--- src/rtl/dac_write_arbiter.sv ---
// dac_write_arbiter: round-robin commit of Soundrive and GS writes into the 4-channel DAC/volume registers.
// Optional DACARB_FIFO_EN: FIFO_DEPTH-entry queue per source instead of a single slot.
module dac_write_arbiter #(
  parameter int FIFO_DEPTH = 4
) (
  input  logic       clk32,
  input  logic       rst_n,
  input  logic       sd_req,
  input  logic [1:0] sd_chn,
  input  logic [7:0] sd_data,
  input  logic       gs_req,
  input  logic       gs_vol,
  input  logic [1:0] gs_chn,
  input  logic [7:0] gs_data,
  input  logic       ovr_clr,
  output logic [7:0] dac0,
  output logic [7:0] dac1,
  output logic [7:0] dac2,
  output logic [7:0] dac3,
  output logic [5:0] vol0,
  output logic [5:0] vol1,
  output logic [5:0] vol2,
  output logic [5:0] vol3,
  output logic       sd_pend,
  output logic       gs_pend,
  output logic       sd_ovr,
  output logic       gs_ovr
);
  logic [1:0]  w_req, w_edge, w_ne, w_grant, w_push, w_drop;
  logic [10:0] w_in [2];
  logic [10:0] w_head [2];
  logic [10:0] w_h;
  logic [7:0]  w_conv;
  logic [1:0]  r_req_q, r_ovr;
  logic        r_rr;
  logic [7:0]  r_dac [4];
  logic [5:0]  r_vol [4];

  if (FIFO_DEPTH < 2 || FIFO_DEPTH > 8 || (FIFO_DEPTH & (FIFO_DEPTH - 1)) != 0)
    $error("FIFO_DEPTH must be a power of 2 in 2..8");

  // Index 0 is sd, index 1 is gs; entries are {vol, chn, data}
  assign w_req     = {gs_req, sd_req};
  assign w_edge    = w_req & ~r_req_q;
  assign w_in[0]   = {1'b0, sd_chn, sd_data};
  assign w_in[1]   = {gs_vol, gs_chn, gs_data};
  assign w_grant[0] = w_ne[0] & (~w_ne[1] | ~r_rr);
  assign w_grant[1] = w_ne[1] & ~w_grant[0];
  assign w_drop    = w_edge & ~w_push;

  for (genvar s = 0; s < 2; s++) begin : g_q
`ifdef DACARB_FIFO_EN
    localparam int AW = $clog2(FIFO_DEPTH);
    logic [10:0]   r_mem [FIFO_DEPTH];
    logic [AW-1:0] r_wp, r_rp;
    logic [AW:0]   r_cnt;
    logic          w_full;
    assign w_full    = r_cnt == (AW+1)'(FIFO_DEPTH);
    assign w_ne[s]   = r_cnt != '0;
    assign w_head[s] = r_mem[r_rp];
    assign w_push[s] = w_edge[s] & (~w_full | w_grant[s]);
    always_ff @(posedge clk32)
      if (w_push[s]) r_mem[r_wp] <= w_in[s];
    always_ff @(posedge clk32 or negedge rst_n)
      if (!rst_n) begin
        r_wp  <= '0;
        r_rp  <= '0;
        r_cnt <= '0;
      end else begin
        if (w_push[s]) r_wp <= r_wp + 1'b1;
        if (w_grant[s]) r_rp <= r_rp + 1'b1;
        r_cnt <= r_cnt + (AW+1)'(w_push[s]) - (AW+1)'(w_grant[s]);
      end
`else
    logic [10:0] r_slot;
    logic        r_v;
    assign w_ne[s]   = r_v;
    assign w_head[s] = r_slot;
    assign w_push[s] = w_edge[s] & (~r_v | w_grant[s]);
    always_ff @(posedge clk32 or negedge rst_n)
      if (!rst_n) begin
        r_v    <= 1'b0;
        r_slot <= '0;
      end else begin
        r_v <= w_push[s] | (r_v & ~w_grant[s]);
        if (w_push[s]) r_slot <= w_in[s];
      end
`endif
  end

  assign w_h    = w_grant[1] ? w_head[1] : w_head[0];
  assign w_conv = w_h[7] ? w_h[7:0] : {1'b0, ~w_h[6:0]};

  // req_q resets high so a request held through reset must drop before it counts
  always_ff @(posedge clk32 or negedge rst_n)
    if (!rst_n) begin
      r_req_q <= 2'b11;
      r_ovr   <= 2'b00;
      r_rr    <= 1'b0;
      r_dac   <= '{default: '0};
      r_vol   <= '{default: '0};
    end else begin
      r_req_q <= w_req;
      r_ovr   <= w_drop | (r_ovr & ~{2{ovr_clr}});
      if (&w_ne) r_rr <= ~r_rr;
      if ((|w_grant) & ~w_h[10]) r_dac[w_h[9:8]] <= w_conv;
      if (w_grant[0]) r_vol[w_h[9:8]] <= 6'h3F;
      else if (w_grant[1] & w_h[10]) r_vol[w_h[9:8]] <= w_h[5:0];
    end

  assign dac0    = r_dac[0];
  assign dac1    = r_dac[1];
  assign dac2    = r_dac[2];
  assign dac3    = r_dac[3];
  assign vol0    = r_vol[0];
  assign vol1    = r_vol[1];
  assign vol2    = r_vol[2];
  assign vol3    = r_vol[3];
  assign sd_pend = w_ne[0];
  assign gs_pend = w_ne[1];
  assign sd_ovr  = r_ovr[0];
  assign gs_ovr  = r_ovr[1];
endmodule

--- config.mk ---
export PLATFORM = sky130hd
export DESIGN_NAME = dac_write_arbiter
export DESIGN_NICKNAME = d
export VERILOG_FILES = /design/src/rtl/dac_write_arbiter.sv
export SDC_FILE = /design/constraint.sdc
export NUM_CORES = 1
export LEC_CHECK = 0
export BUFFER_PORTS_ARGS = -buffer_cell sky130_fd_sc_hd__buf_2
export CAP_MARGIN = 20
export CELL_PAD_IN_SITES_DETAIL_PLACEMENT = 1
export CELL_PAD_IN_SITES_GLOBAL_PLACEMENT = 1
export CORE_MARGIN = 2
export CORE_UTILIZATION = 43
export DETAILED_ROUTE_END_ITERATION = 16
export PLACE_DENSITY = 0.81
export REMOVE_ABC_BUFFERS = 1
export SYNTH_ARGS = -nofsm -noshare
export SYNTH_HDL_FRONTEND = slang
export SYNTH_SLANG_ARGS = --single-unit
--- constraint.sdc ---
create_clock -name clk32 -period 2.1 [get_ports clk32]
set_input_delay 0.315 -clock clk32 [delete_from_list [all_inputs] [get_ports clk32]]
set_output_delay 0.315 -clock clk32 [all_outputs]
set_load 0.02 [all_outputs]
==> results_tabular.tex <==
\begin{tabular}{lr}
\hline
Metric & Value \\
\hline
\multicolumn{2}{l}{\textbf{Drt}} \\
\quad Final routed wirelength across all metal layers & 9550 µm \\
\quad Post-route DRC & 0 \\
\quad Pre-Repair DR Iteration Count & 4 \\
\quad Count of antenna-violating nets left after detailed routing & 0 \\
\quad Via/cell ratio & 5.38 \\
\quad Wire per inst & 20.1 µm \\
\quad First-iteration detailed-routing DRC count & 87 \\
\quad Total vias in the final route & 2561 \\
\multicolumn{2}{l}{\textbf{Place}} \\
\quad Number of buffers inserted by port buffering & 85 \\
\quad Estimated wirelength of the detail-placed design & 6940 µm \\
\quad Worst slack at placement & 0.199 ns \\
\quad Weighted congestion at the end of routability-driven global placement & 0.825 \\
\quad Placed cell area & 4300 µm² \\
\quad Cell Count Post-Placement & 460 \\
\multicolumn{2}{l}{\textbf{Status}} \\
\quad Result of the run & completed \\
\multicolumn{2}{l}{\textbf{Worst setup path}} \\
\quad Buffering stage count on the worst path with inverters included & 0 \\
\quad R2R Setup Slk & 0.19 ns \\
\quad Kind of critical path & reg2reg \\
\quad Cell Chain, Critical Path & nor2b\_2, o21ai\_1, a21oi\_4, mux2\_2 \\
\quad Kind of capture point of the worst setup path & flip-flop \\
\quad Largest stage delay, worst path & 0.50 ns \\
\quad Reg2reg end & dac1[0] \\
\quad Reg2Reg Depth & 4 \\
\quad Worst EP required & 2.33 ns \\
\quad R2r startpoint & sd\_pend \\
\quad Kind of cell adding the most delay to the critical path & compound AO/OA/AOI/OAI gates \\
\quad Crit Path Max Fanout & 8 \\
\quad Startpoint kind of the worst setup timing path & flip-flop \\
\quad Critical Path AT & 2.14 ns \\
\quad Cell with the largest stage delay on the worst path & sky130\_fd\_sc\_hd\_\_dfrtp\_1 \\
\multicolumn{2}{l}{\textbf{STA}} \\
\quad Transition time at the pin with the least slew margin & 0.615 ns \\
\quad Worst slew margin & 0.587 \\
\quad Hold WS & 0.0786 ns \\
\quad Fmax & 524 MHz \\
\quad Number of hold violations in the final report & 0 \\
\quad Share of the clock period used by the worst path & 0.910 \\
\quad Min Tclk post-route & 1.91 ns \\
\quad Smallest setup slack after layout & 0.190 ns \\
\quad Setup repair after global routing missed its margin & no \\
\quad Total Negative Setup Slacks & 0 ns \\
\quad Number of setup violations in the final report & 0 \\
\quad Final max-slew violation count & 0 \\
\quad Clock Skew & 0.0103 ns \\
\multicolumn{2}{l}{\textbf{Yosys}} \\
\quad Largest cells by area after synthesis & sky130\_fd\_sc\_hd\_\_dfrtp\_1 (56\%), sky130\_fd\_sc\_hd\_\_mux2\_2 (16\%), sky130\_fd\_sc\_hd\_\_o2bb2ai\_1 (4.3\%) \\
\quad Area fraction in compound gates after synthesis & 0.120 \\
\quad Cell area after synthesis & 3670 µm² \\
\quad Synth warn & 0 \\
\quad Total of flip-flops plus latches after synthesis & 84 \\
\quad Simple-gate share of the synthesized area & 0.0538 \\
\quad Most repeated cell in the gate-level netlist after synthesis & sky130\_fd\_sc\_hd\_\_dfrtp\_1 \\
\quad Fraction of synthesis flops using an asynchronous set or reset pin & 1.00 \\
\quad Count of flip-flops with a built-in enable after synthesis & 0 \\
\quad Flip-flop cell with the highest count after synthesis & sky130\_fd\_sc\_hd\_\_dfrtp\_1 \\
\quad Post-synthesis area per instance & 13.8 µm² \\
\quad Combinational family with the most area after synthesis & multiplexers \\
\quad Cell type with the highest aggregate area in the netlist & sky130\_fd\_sc\_hd\_\_dfrtp\_1 \\
\quad Xor-xnor portion of the synthesized cell area & 0.0334 \\
\quad Top cells by instance count after synthesis & sky130\_fd\_sc\_hd\_\_dfrtp\_1 (82), sky130\_fd\_sc\_hd\_\_mux2\_2 (52), sky130\_fd\_sc\_hd\_\_o2bb2ai\_1 (18), sky130\_fd\_sc\_hd\_\_o22ai\_1 (14), sky130\_fd\_sc\_hd\_\_inv\_1 (9) \\
\quad Multiplexer area fraction after synthesis & 0.192 \\
\quad Unique cell type count in the Yosys netlist & 38 \\
\quad Area share of the largest cell type after synthesis & 0.559 \\
\quad Sequential share of the synthesized area & 0.573 \\
\quad Adder-Cell Fraction of Synth Area & 0 \\
\quad Synthesized instance count & 266 \\
\multicolumn{2}{l}{\textbf{CTS}} \\
\quad Maximum level of the CTS H-tree & 3 \\
\quad Clock latency at the later pin of the worst-skew pair & 0.35 ns \\
\quad CTS tree & built \\
\quad Clock-pin slew on the worst setup and hold paths & 0.08 ns \\
\quad Cells resized by post-CTS repair & 0 \\
\quad Clock root buffer master & sky130\_fd\_sc\_hd\_\_clkbuf\_8 \\
\quad Clock buffer depth & 2 \\
\quad Number of clock sinks seen by CTS & 84 \\
\quad Inserted Clock Buffers & 9 \\
\multicolumn{2}{l}{\textbf{Pwr}} \\
\quad Largest vdd supply drop & 595 µV \\
\quad Pwr dens & 1420 nW/µm² \\
\quad Fraction of power consumed by the clock network & 0.162 \\
\quad Total leakage power & 2.01 nW \\
\quad Sequential power share & 0.427 \\
\quad Part of the total power dissipated in combinational logic & 0.411 \\
\quad Switching pwr & 2.49 mW \\
\quad Cell Int Power & 3.85 mW \\
\quad Switching share of total power & 0.393 \\
\quad Total power consumption of the routed design & 6.33 mW \\
\multicolumn{2}{l}{\textbf{Die}} \\
\quad Floorplan die width & 96.4 µm \\
\quad Initial standard-cell utilization of the core & 0.445 \\
\quad CORE AREA & 8260 µm² \\
\quad Full die area & 9300 µm² \\
\quad Vertical die dimension & 96.4 µm \\
\quad Num ports & 86 \\
\quad Rows & 33 \\
\multicolumn{2}{l}{\textbf{Hold path}} \\
\quad Endpoint of the worst hold path & r\_req\_q[0] \\
\quad Hold-critical path depth & 1 \\
\quad Path category of the worst min-delay check & in2reg \\
\quad Hold path startpoint & sd\_req \\
\multicolumn{2}{l}{\textbf{Global routing}} \\
\quad Initial antenna violation count & 0 \\
\quad Remaining global-route overflow & 0 \\
\quad Maximum number of pins on one net before global-route repair & 54 \\
\quad Global-route usage over all layers & 0.222 \\
\quad Global-route wire length before repair & 15200 µm \\
\quad Via count of the first global-routing pass & 2770 \\
\multicolumn{2}{l}{\textbf{Layout}} \\
\quad Final non-filler cell total & 476 \\
\quad Filler instances & 918 \\
\quad Area added between synthesis and finish & 21.8\% \\
\quad Final layout net count & 393 \\
\quad Antenna Cells & 0 \\
\quad Cell area after layout & 4470 µm² \\
\quad Share of the core filled with cells in the final layout & 0.542 \\
\quad Fraction of layout cells with a size suffix above 1 & 0.507 \\
\multicolumn{2}{l}{\textbf{Flow run}} \\
\quad Maximum capacitance violations & 0 \\
\hline
\end{tabular}
## logic make-up after synthesis
logic type / count (synthesis)
muxes: 60
AOI/OAI and AO/OA: 53
buffers and inverters: 21
xor gates and xnor gates: 14
and+or+nand+nor: 34
DFF: 84
## cells in the final DEF, fill, tap and decap left out, types with 2 or more instances in the layout
cell type	n
sky130_fd_sc_hd__nand2_1	7
sky130_fd_sc_hd__xor2_1	7
sky130_fd_sc_hd__dfrtp_1	82
sky130_fd_sc_hd__mux2_4	8
sky130_fd_sc_hd__o21ai_1	3
sky130_fd_sc_hd__clkinv_2	2
sky130_fd_sc_hd__o22ai_1	14
sky130_fd_sc_hd__buf_2	84
sky130_fd_sc_hd__a21oi_4	3
sky130_fd_sc_hd__nand3b_1	2
sky130_fd_sc_hd__nor3_1	7
sky130_fd_sc_hd__nand2b_1	5
sky130_fd_sc_hd__mux2_2	52
sky130_fd_sc_hd__o2bb2ai_1	18
sky130_fd_sc_hd__dfstp_2	2
sky130_fd_sc_hd__clkbuf_8	11
sky130_fd_sc_hd__inv_1	9
sky130_fd_sc_hd__buf_4	16
sky130_fd_sc_hd__xnor2_1	7
sky130_fd_sc_hd__a21oi_1	7
sky130_fd_sc_hd__nand4b_1	2
sky130_fd_sc_hd__clkbuf_1	2
sky130_fd_sc_hd__nor2b_1	2
sky130_fd_sc_hd__a21bo_2	3
sky130_fd_sc_hd__nand3_1	2
## sequential cells by signal, indices dropped and copies added (netlist names)
| register | flops |
|---|---|
| r_rr | 1 |
| vol1 | 6 |
| vol3 | 6 |
| vol0 | 6 |
| r_req_q | 2 |
| g_q.r_slot | 21 |
| dac0 | 8 |
| sd_pend | 1 |
| r_ovr | 2 |
| dac1 | 8 |
| gs_pend | 1 |
| dac3 | 8 |
| vol2 | 6 |
| dac2 | 8 |
## worst max path at each step
stage,from,cells past startpoint,to
3_5_place_dp,r_rr,5,dac0[2]
3_3_place_gp,r_rr,5,dac0[7]
4_1_cts,sd_pend,4,dac1[0]
2_1_floorplan,gs_pend,4,dac0[0]
5_1_grt,sd_pend,4,dac1[0]
6_report,sd_pend,4,dac1[0]
## power by group through the flow
| stage | clock network (mW) | registers, mW | logic [mW] |
|---|---|---|---|
| global route | 1.12 | 2.79 | 2.79 |
| finish | 1.03 | 2.70 | 2.60 |
| detailed placement | 0 | 2.73 | 2.62 |
| global placement | 0 | 2.70 | 2.51 |
| CTS | 1.04 | 2.71 | 2.64 |
| floorplan | 0 | 3.33 | 0.959 |
## area by class of cell
type / count / area, µm² / share of cell area
Tap cell: 105 / 131 / 0.0294
Inverter: 9 / 33.8 / 0.00755
Clock inverter: 2 / 10.0 / 0.00224
Clock buffer: 13 / 159 / 0.0355
Multi-Input combinational cell: 161 / 1470 / 0.327
Timing Repair Buffer: 102 / 571 / 0.128
Sequential cell: 84 / 2100 / 0.470
## metal layers
layer / GRT usage / vias up / wire length (µm)
met3: 0.0256 / 9 / 255
met4: 0.0845 / 0 / 169
met5: 0 / - / 0
met2: 0.379 / 52 / 4990
li1: - / 1173 / -
met1: 0.292 / 1327 / 4130
## what timing repair did
item	CTS	global route
hold buffers	1	0
hold endpoints to repair	31	0
buffers inserted	0	0
Power figures use the tool's default switching activity.
